## src/rtl/transformer_pkg.sv

```systemverilog
// Shared transformer-stage types: Q16.16 vertices, triangles and the 6-plane outcode.
// Used by triangle_outcode_culler (optional back-face culling via CULLER_BACKFACE_EN).
package transformer_pkg;

  typedef struct packed {
    logic signed [31:0] x;
    logic signed [31:0] y;
    logic signed [31:0] z;
  } pos_t;

  typedef struct packed {
    pos_t pos;
  } vertex_t;

  typedef struct packed {
    vertex_t v0;
    vertex_t v1;
    vertex_t v2;
  } triangle_t;

  typedef struct packed {
    logic z_far;
    logic z_near;
    logic y_max;
    logic y_min;
    logic x_max;
    logic x_min;
  } outcode_t;

  localparam int OC_XMIN = 0;
  localparam int OC_XMAX = 1;
  localparam int OC_YMIN = 2;
  localparam int OC_YMAX = 3;
  localparam int OC_NEAR = 4;
  localparam int OC_FAR  = 5;

  // Points exactly on a bound count as inside.
  function automatic outcode_t compute_outcode(
    input vertex_t            v,
    input logic signed [31:0] xmin,
    input logic signed [31:0] xmax,
    input logic signed [31:0] ymin,
    input logic signed [31:0] ymax,
    input logic signed [31:0] near,
    input logic signed [31:0] far
  );
    outcode_t oc;
    oc.x_min  = $signed(v.pos.x) < xmin;
    oc.x_max  = $signed(v.pos.x) > xmax;
    oc.y_min  = $signed(v.pos.y) < ymin;
    oc.y_max  = $signed(v.pos.y) > ymax;
    oc.z_near = $signed(v.pos.z) < near;
    oc.z_far  = $signed(v.pos.z) > far;
    return oc;
  endfunction

endpackage

```

## src/rtl/triangle_outcode_culler_vertex_outcode.sv

```systemverilog
// Combinational 6-plane outcode for a single vertex.
module vertex_outcode
  import transformer_pkg::*;
(
  input  vertex_t            vertex,
  input  logic signed [31:0] xmin,
  input  logic signed [31:0] xmax,
  input  logic signed [31:0] ymin,
  input  logic signed [31:0] ymax,
  input  logic signed [31:0] near,
  input  logic signed [31:0] far,
  output outcode_t           outcode
);

  assign outcode = compute_outcode(vertex, xmin, xmax, ymin, ymax, near, far);

endmodule

```

## src/rtl/triangle_outcode_culler.sv

```systemverilog
// Two-stage frustum culler: outcodes in stage 1, keep decision in stage 2, saturating stats.
// Back-face (A <= 0) culling is compiled in when CULLER_BACKFACE_EN is defined.
module triangle_outcode_culler
  import transformer_pkg::*;
#(
  parameter int WIDTH      = 320,
  parameter int HEIGHT     = 240,
  parameter int NEAR_PLANE = 1,
  parameter int FAR_PLANE  = 1000,
  parameter int GUARD_BAND = 0,
  parameter int CNT_W      = 32
) (
  input  logic             clk,
  input  logic             rst,
  input  triangle_t        triangle,
  input  logic             in_valid,
  output logic             in_ready,
  output triangle_t        out_triangle,
  output logic             out_valid,
  input  logic             out_ready,
  input  logic             stats_clear,
  output logic [CNT_W-1:0] passed_count,
  output logic [CNT_W-1:0] culled_count,
  output logic             busy
);

  localparam logic signed [31:0] XMIN = -(GUARD_BAND * 65536);
  localparam logic signed [31:0] XMAX = (WIDTH + GUARD_BAND) * 65536;
  localparam logic signed [31:0] YMIN = -(GUARD_BAND * 65536);
  localparam logic signed [31:0] YMAX = (HEIGHT + GUARD_BAND) * 65536;
  localparam logic signed [31:0] ZNEAR = NEAR_PLANE * 65536;
  localparam logic signed [31:0] ZFAR  = FAR_PLANE * 65536;

  outcode_t  oc0, oc1, oc2;
  outcode_t  s1_oc0, s1_oc1, s1_oc2, oc_all;
  triangle_t s1_tri, s2_tri;
  logic      s1_valid, s2_valid, s2_keep, s1_keep, near_any;
  logic      s1_accept, s2_accept, pass_evt, cull_evt;

  vertex_outcode u_oc0 (
    .vertex(triangle.v0), .xmin(XMIN), .xmax(XMAX), .ymin(YMIN), .ymax(YMAX),
    .near(ZNEAR), .far(ZFAR), .outcode(oc0)
  );
  vertex_outcode u_oc1 (
    .vertex(triangle.v1), .xmin(XMIN), .xmax(XMAX), .ymin(YMIN), .ymax(YMAX),
    .near(ZNEAR), .far(ZFAR), .outcode(oc1)
  );
  vertex_outcode u_oc2 (
    .vertex(triangle.v2), .xmin(XMIN), .xmax(XMAX), .ymin(YMIN), .ymax(YMAX),
    .near(ZNEAR), .far(ZFAR), .outcode(oc2)
  );

  // A culled stage-2 entry drains without waiting for out_ready.
  assign out_valid    = s2_valid && s2_keep;
  assign s2_accept    = !s2_valid || !s2_keep || out_ready;
  assign s1_accept    = !s1_valid || s2_accept;
  assign in_ready     = s1_accept;
  assign busy         = s1_valid || s2_valid;
  assign out_triangle = s2_tri;
  assign pass_evt     = out_valid && out_ready;
  assign cull_evt     = s2_valid && !s2_keep;

  assign oc_all   = s1_oc0 & s1_oc1 & s1_oc2;
  assign near_any = s1_oc0[OC_NEAR] || s1_oc1[OC_NEAR] || s1_oc2[OC_NEAR];

`ifdef CULLER_BACKFACE_EN
  logic signed [32:0] dx1, dy1, dx2, dy2;
  logic signed [65:0] prod_a, prod_b;
  logic signed [66:0] area;
  logic               s1_front;

  always_comb begin
    dx1    = 33'(triangle.v1.pos.x) - 33'(triangle.v0.pos.x);
    dy1    = 33'(triangle.v1.pos.y) - 33'(triangle.v0.pos.y);
    dx2    = 33'(triangle.v2.pos.x) - 33'(triangle.v0.pos.x);
    dy2    = 33'(triangle.v2.pos.y) - 33'(triangle.v0.pos.y);
    prod_a = 66'(dx1) * 66'(dy2);
    prod_b = 66'(dx2) * 66'(dy1);
    area   = 67'(prod_a) - 67'(prod_b);
  end

  always_ff @(posedge clk or posedge rst) begin
    if (rst) begin
      s1_front <= 1'b0;
    end else if (s1_accept && in_valid) begin
      s1_front <= area > 67'sd0;
    end
  end

  assign s1_keep = (oc_all == '0) && !near_any && s1_front;
`else
  assign s1_keep = (oc_all == '0) && !near_any;
`endif

  always_ff @(posedge clk or posedge rst) begin
    if (rst) begin
      s1_valid <= 1'b0;
      s1_tri   <= '0;
      s1_oc0   <= '0;
      s1_oc1   <= '0;
      s1_oc2   <= '0;
    end else if (s1_accept) begin
      s1_valid <= in_valid;
      if (in_valid) begin
        s1_tri <= triangle;
        s1_oc0 <= oc0;
        s1_oc1 <= oc1;
        s1_oc2 <= oc2;
      end
    end
  end

  always_ff @(posedge clk or posedge rst) begin
    if (rst) begin
      s2_valid <= 1'b0;
      s2_keep  <= 1'b0;
      s2_tri   <= '0;
    end else if (s2_accept) begin
      s2_valid <= s1_valid;
      if (s1_valid) begin
        s2_tri  <= s1_tri;
        s2_keep <= s1_keep;
      end
    end
  end

  always_ff @(posedge clk or posedge rst) begin
    if (rst) begin
      passed_count <= '0;
    end else if (stats_clear) begin
      passed_count <= '0;
    end else if (pass_evt && (passed_count != '1)) begin
      passed_count <= passed_count + 1'b1;
    end
  end

  always_ff @(posedge clk or posedge rst) begin
    if (rst) begin
      culled_count <= '0;
    end else if (stats_clear) begin
      culled_count <= '0;
    end else if (cull_evt && (culled_count != '1)) begin
      culled_count <= culled_count + 1'b1;
    end
  end

endmodule

```

## config.mk

```make
export PLATFORM = sky130hd
export DESIGN_NAME = triangle_outcode_culler
export DESIGN_NICKNAME = d
export VERILOG_FILES = /design/src/rtl/transformer_pkg.sv /design/src/rtl/triangle_outcode_culler_vertex_outcode.sv /design/src/rtl/triangle_outcode_culler.sv
export SDC_FILE = /design/constraint.sdc
export NUM_CORES = 2
export LEC_CHECK = 0
export BUFFER_PORTS_ARGS = -buffer_cell sky130_fd_sc_hd__buf_2
export CAP_MARGIN = 25
export CORE_AREA = 2 2 252 254
export DETAILED_ROUTE_END_ITERATION = 7
export DIE_AREA = 0 0 254 256
export GPL_TIMING_DRIVEN = 0
export PLACE_DENSITY = 0.77
export SYNTH_ARGS = -nofsm -noshare
export SYNTH_HDL_FRONTEND = slang
export SYNTH_SLANG_ARGS = --single-unit
```

## constraint.sdc

```tcl
create_clock -name clk -period 64.4 [get_ports clk]
set_clock_uncertainty 0.05 [all_clocks]
set_input_delay 6.44 -clock clk [delete_from_list [all_inputs] [get_ports clk]]
set_output_delay 6.44 -clock clk [all_outputs]
set_load 0.01 [all_outputs]
```

==> reports/qor.yml <==
status: "completed"
crit_fanout: 3
hold_class: "flop to flop"
ant_nets: 0
clk_latency_ns: 0.61
fin_crit_ns: 13.56
drc: 0
final_util_pct: 52.9
synth_area_um2: 26200
rsz0062_at_grt: "false"
cts_hold_buffers: 0
synth.top_cell.area_share_pct: 62.6
relSlewSlack_pct: 40.9
critPathKind: "input port to output pin"
final.period_utilization_pct: 21.1
first_global_vias: 20255
synthTopCellsByArea: "dfrtp_1, mux2_2, nor4_1, clkbuf_1, a21oi_1"
grt_pass1_wl_um: 118000
place_ws_ns: 50.89
placed_area_um2: 30600
arrival_ns: 7.07
wire_per_inst_um: 22.7
coreArea_um2: 62400
cts_setup_buffers: 0
critPathCaptureType: "output pin"
finish.instance_area_um2: 33000
drive_above_1_share_pct: 53.4
cp-start-kind: "input port"
grt_usage_pct: 23.7
rows: 92
synth_area_per_cell_um2: 14.6
io_pins: 648
whs_ns: 0.428
synth.most_common_cell: "dfrtp_1"
synthesis.nets: 2092
syn_inst: 1797
ys_seq_area_share_pct: 62.6
finalNetCount: 2817
power_leakage_nw: 14.8
cp.required_ns: 57.91
ir_drop_uv: 29.4
synthArstFlopShare_pct: 100
htree_num_levels: 3
cts_buffers: 70
drt_pass1_iterations: 5
place.gp.congestion: 0.907
setup_violations: 0
antenna_found_initial: 27
r2r-start: "s2_keep$_DFFE_PP0P_"
die_w_um: 254
cts_tree: "done"
wirelength_um: 77900
yosys_warnings: 0
yosys.area.top_type: "dfrtp_1"
ys_types: 53
die_y_um: 256
drt_first_iter_violations: 1122
netlist_top_cells_count: "dfrtp_1, mux2_2, clkbuf_1, nor4_1, nor2_1"
clkTransAtPathRegs_ns: 0.06
grt_max_degree: 143
dpl.cell_count: 3296
io_buffers: 647
fp.dieArea_um2: 65000
cts-root-buf: "clkbuf_16"
setup_ws_ns: 50.84
vias_per_cell: 5.38
finalNonFillerCells: 3433
max_freq_mhz: 73.7
worst_slew_pin_slew_ns: 0.886
synth_edf_count: 0
vias: 18470
clock_path_buffers: 3
ys_ff_latch: 655
startpoint: "out_ready"
tns_ns: 0
p_per_area_nw_per_um2: 32.8
ctsResizeCount: 0
area_growth_pct: 26.2
hold_violations: 0
min_from: "s1_oc2[1]$_DFFE_PP0P_"
maxCapViolCount: 0
synth_ff_type: "dfrtp_1"
slew_viol_final: 0
clock_sinks: 655
dpl.hpwl_um: 58900
finalPower_mw: 1.08
overflow: 0
initial_core_util_pct: 41.9
-- logic make-up after synthesis --
group                      share of synthesized area (%)
and+or+nand+nor                                     6.99
adders and majority gates                         0.0956
buffers and inverters                               1.46
muxes                                               25.2
DFF                                                 62.6
AOI/OAI and AO/OA                                   3.14
xor gates and xnor gates                           0.469
-- power breakdown --
group          internal [mW]  total, mW  switching (mW)
registers              0.469      0.500          0.0313
logic                 0.0834      0.174          0.0908
clock network          0.241      0.407           0.166
-- cell type report --
cell class | instances | area (um^2)
well taps | 846 | 1060
repair buffers | 653 | 3400
clock buffers | 99 | 2020
fillers | 5256 | 29400
multi-input cells | 1046 | 9400
plain buffers | 86 | 345
inverters | 10 | 45.0
clock inverters | 23 | 322
diodes | 15 | 37.5
flip-flops and latches | 655 | 16400
-- sequential cells by signal, indices dropped and copies added (netlist names) --
name	flops
s1_valid	1
passed_count	32
s1_oc0	6
s2_keep	1
s1_oc2	6
s1_tri	282
s2_valid	1
s1_oc1	6
out_triangle	288
culled_count	32
-- worst paths after layout --
path | to | cells past startpoint | slack [ns]
min in group asynchronous | passed_count[25]$_DFFE_PP0P_ | 2 | 5.78
worst max-delay path | in_ready | 4 | 50.84
worst max register to register | out_triangle[277]$_DFFE_PP0P_ | 6 | 60.61
max in group asynchronous | out_triangle[29]$_DFFE_PP0P_ | 5 | 56.56
worst min register to register | s1_oc2[1]$_DFFE_PP0P_ | 1 | 0.43
worst min-delay path | s1_oc2[1]$_DFFE_PP0P_ | 1 | 0.43
-- critical path: stages --
cell and delay [ns]:
buf_2 0.14, and3b_1 0.24, nand2_1 0.10, buf_2 0.15
-- cell usage in the layout, fill, tap and decap left out, types with 4 or more instances in the layout --
master,Yosys,routed
nor3_1,9,9
nand4_1,21,21
clkinv_2,0,9
a21oi_1,40,40
buf_2,2,649
o21ai_0,28,28
clkbuf_8,0,12
and4_1,6,6
nand2b_1,6,6
o41ai_1,4,4
inv_1,10,9
or3_1,26,26
nor4_1,60,60
or2_2,6,6
a211oi_1,4,4
xnor2_1,12,12
and3_1,11,11
a31o_2,4,4
o31ai_1,14,14
mux2_2,585,585
clkbuf_1,76,91
nand3_1,30,30
nor4b_1,6,6
diode_2,0,15
a2111oi_0,5,5
nor2b_1,10,10
nor2_1,49,49
a31oi_1,8,8
nand2_1,44,44
dfrtp_1,655,655
bufinv_16,0,5
clkbuf_16,0,72
buf_16,0,6
or4_1,24,24
-- per-layer routing --
| layer | global-route usage [%] | part of all wire (%) |
|---|---|---|
| met1 | 25.7 | 37 |
| met2 | 40.7 | 50 |
| met3 | 7.95 | 8.1 |
| met4 | 12.4 | 4.9 |
| met5 | 0 | 0.18 |
Power figures use the tool's default switching activity.
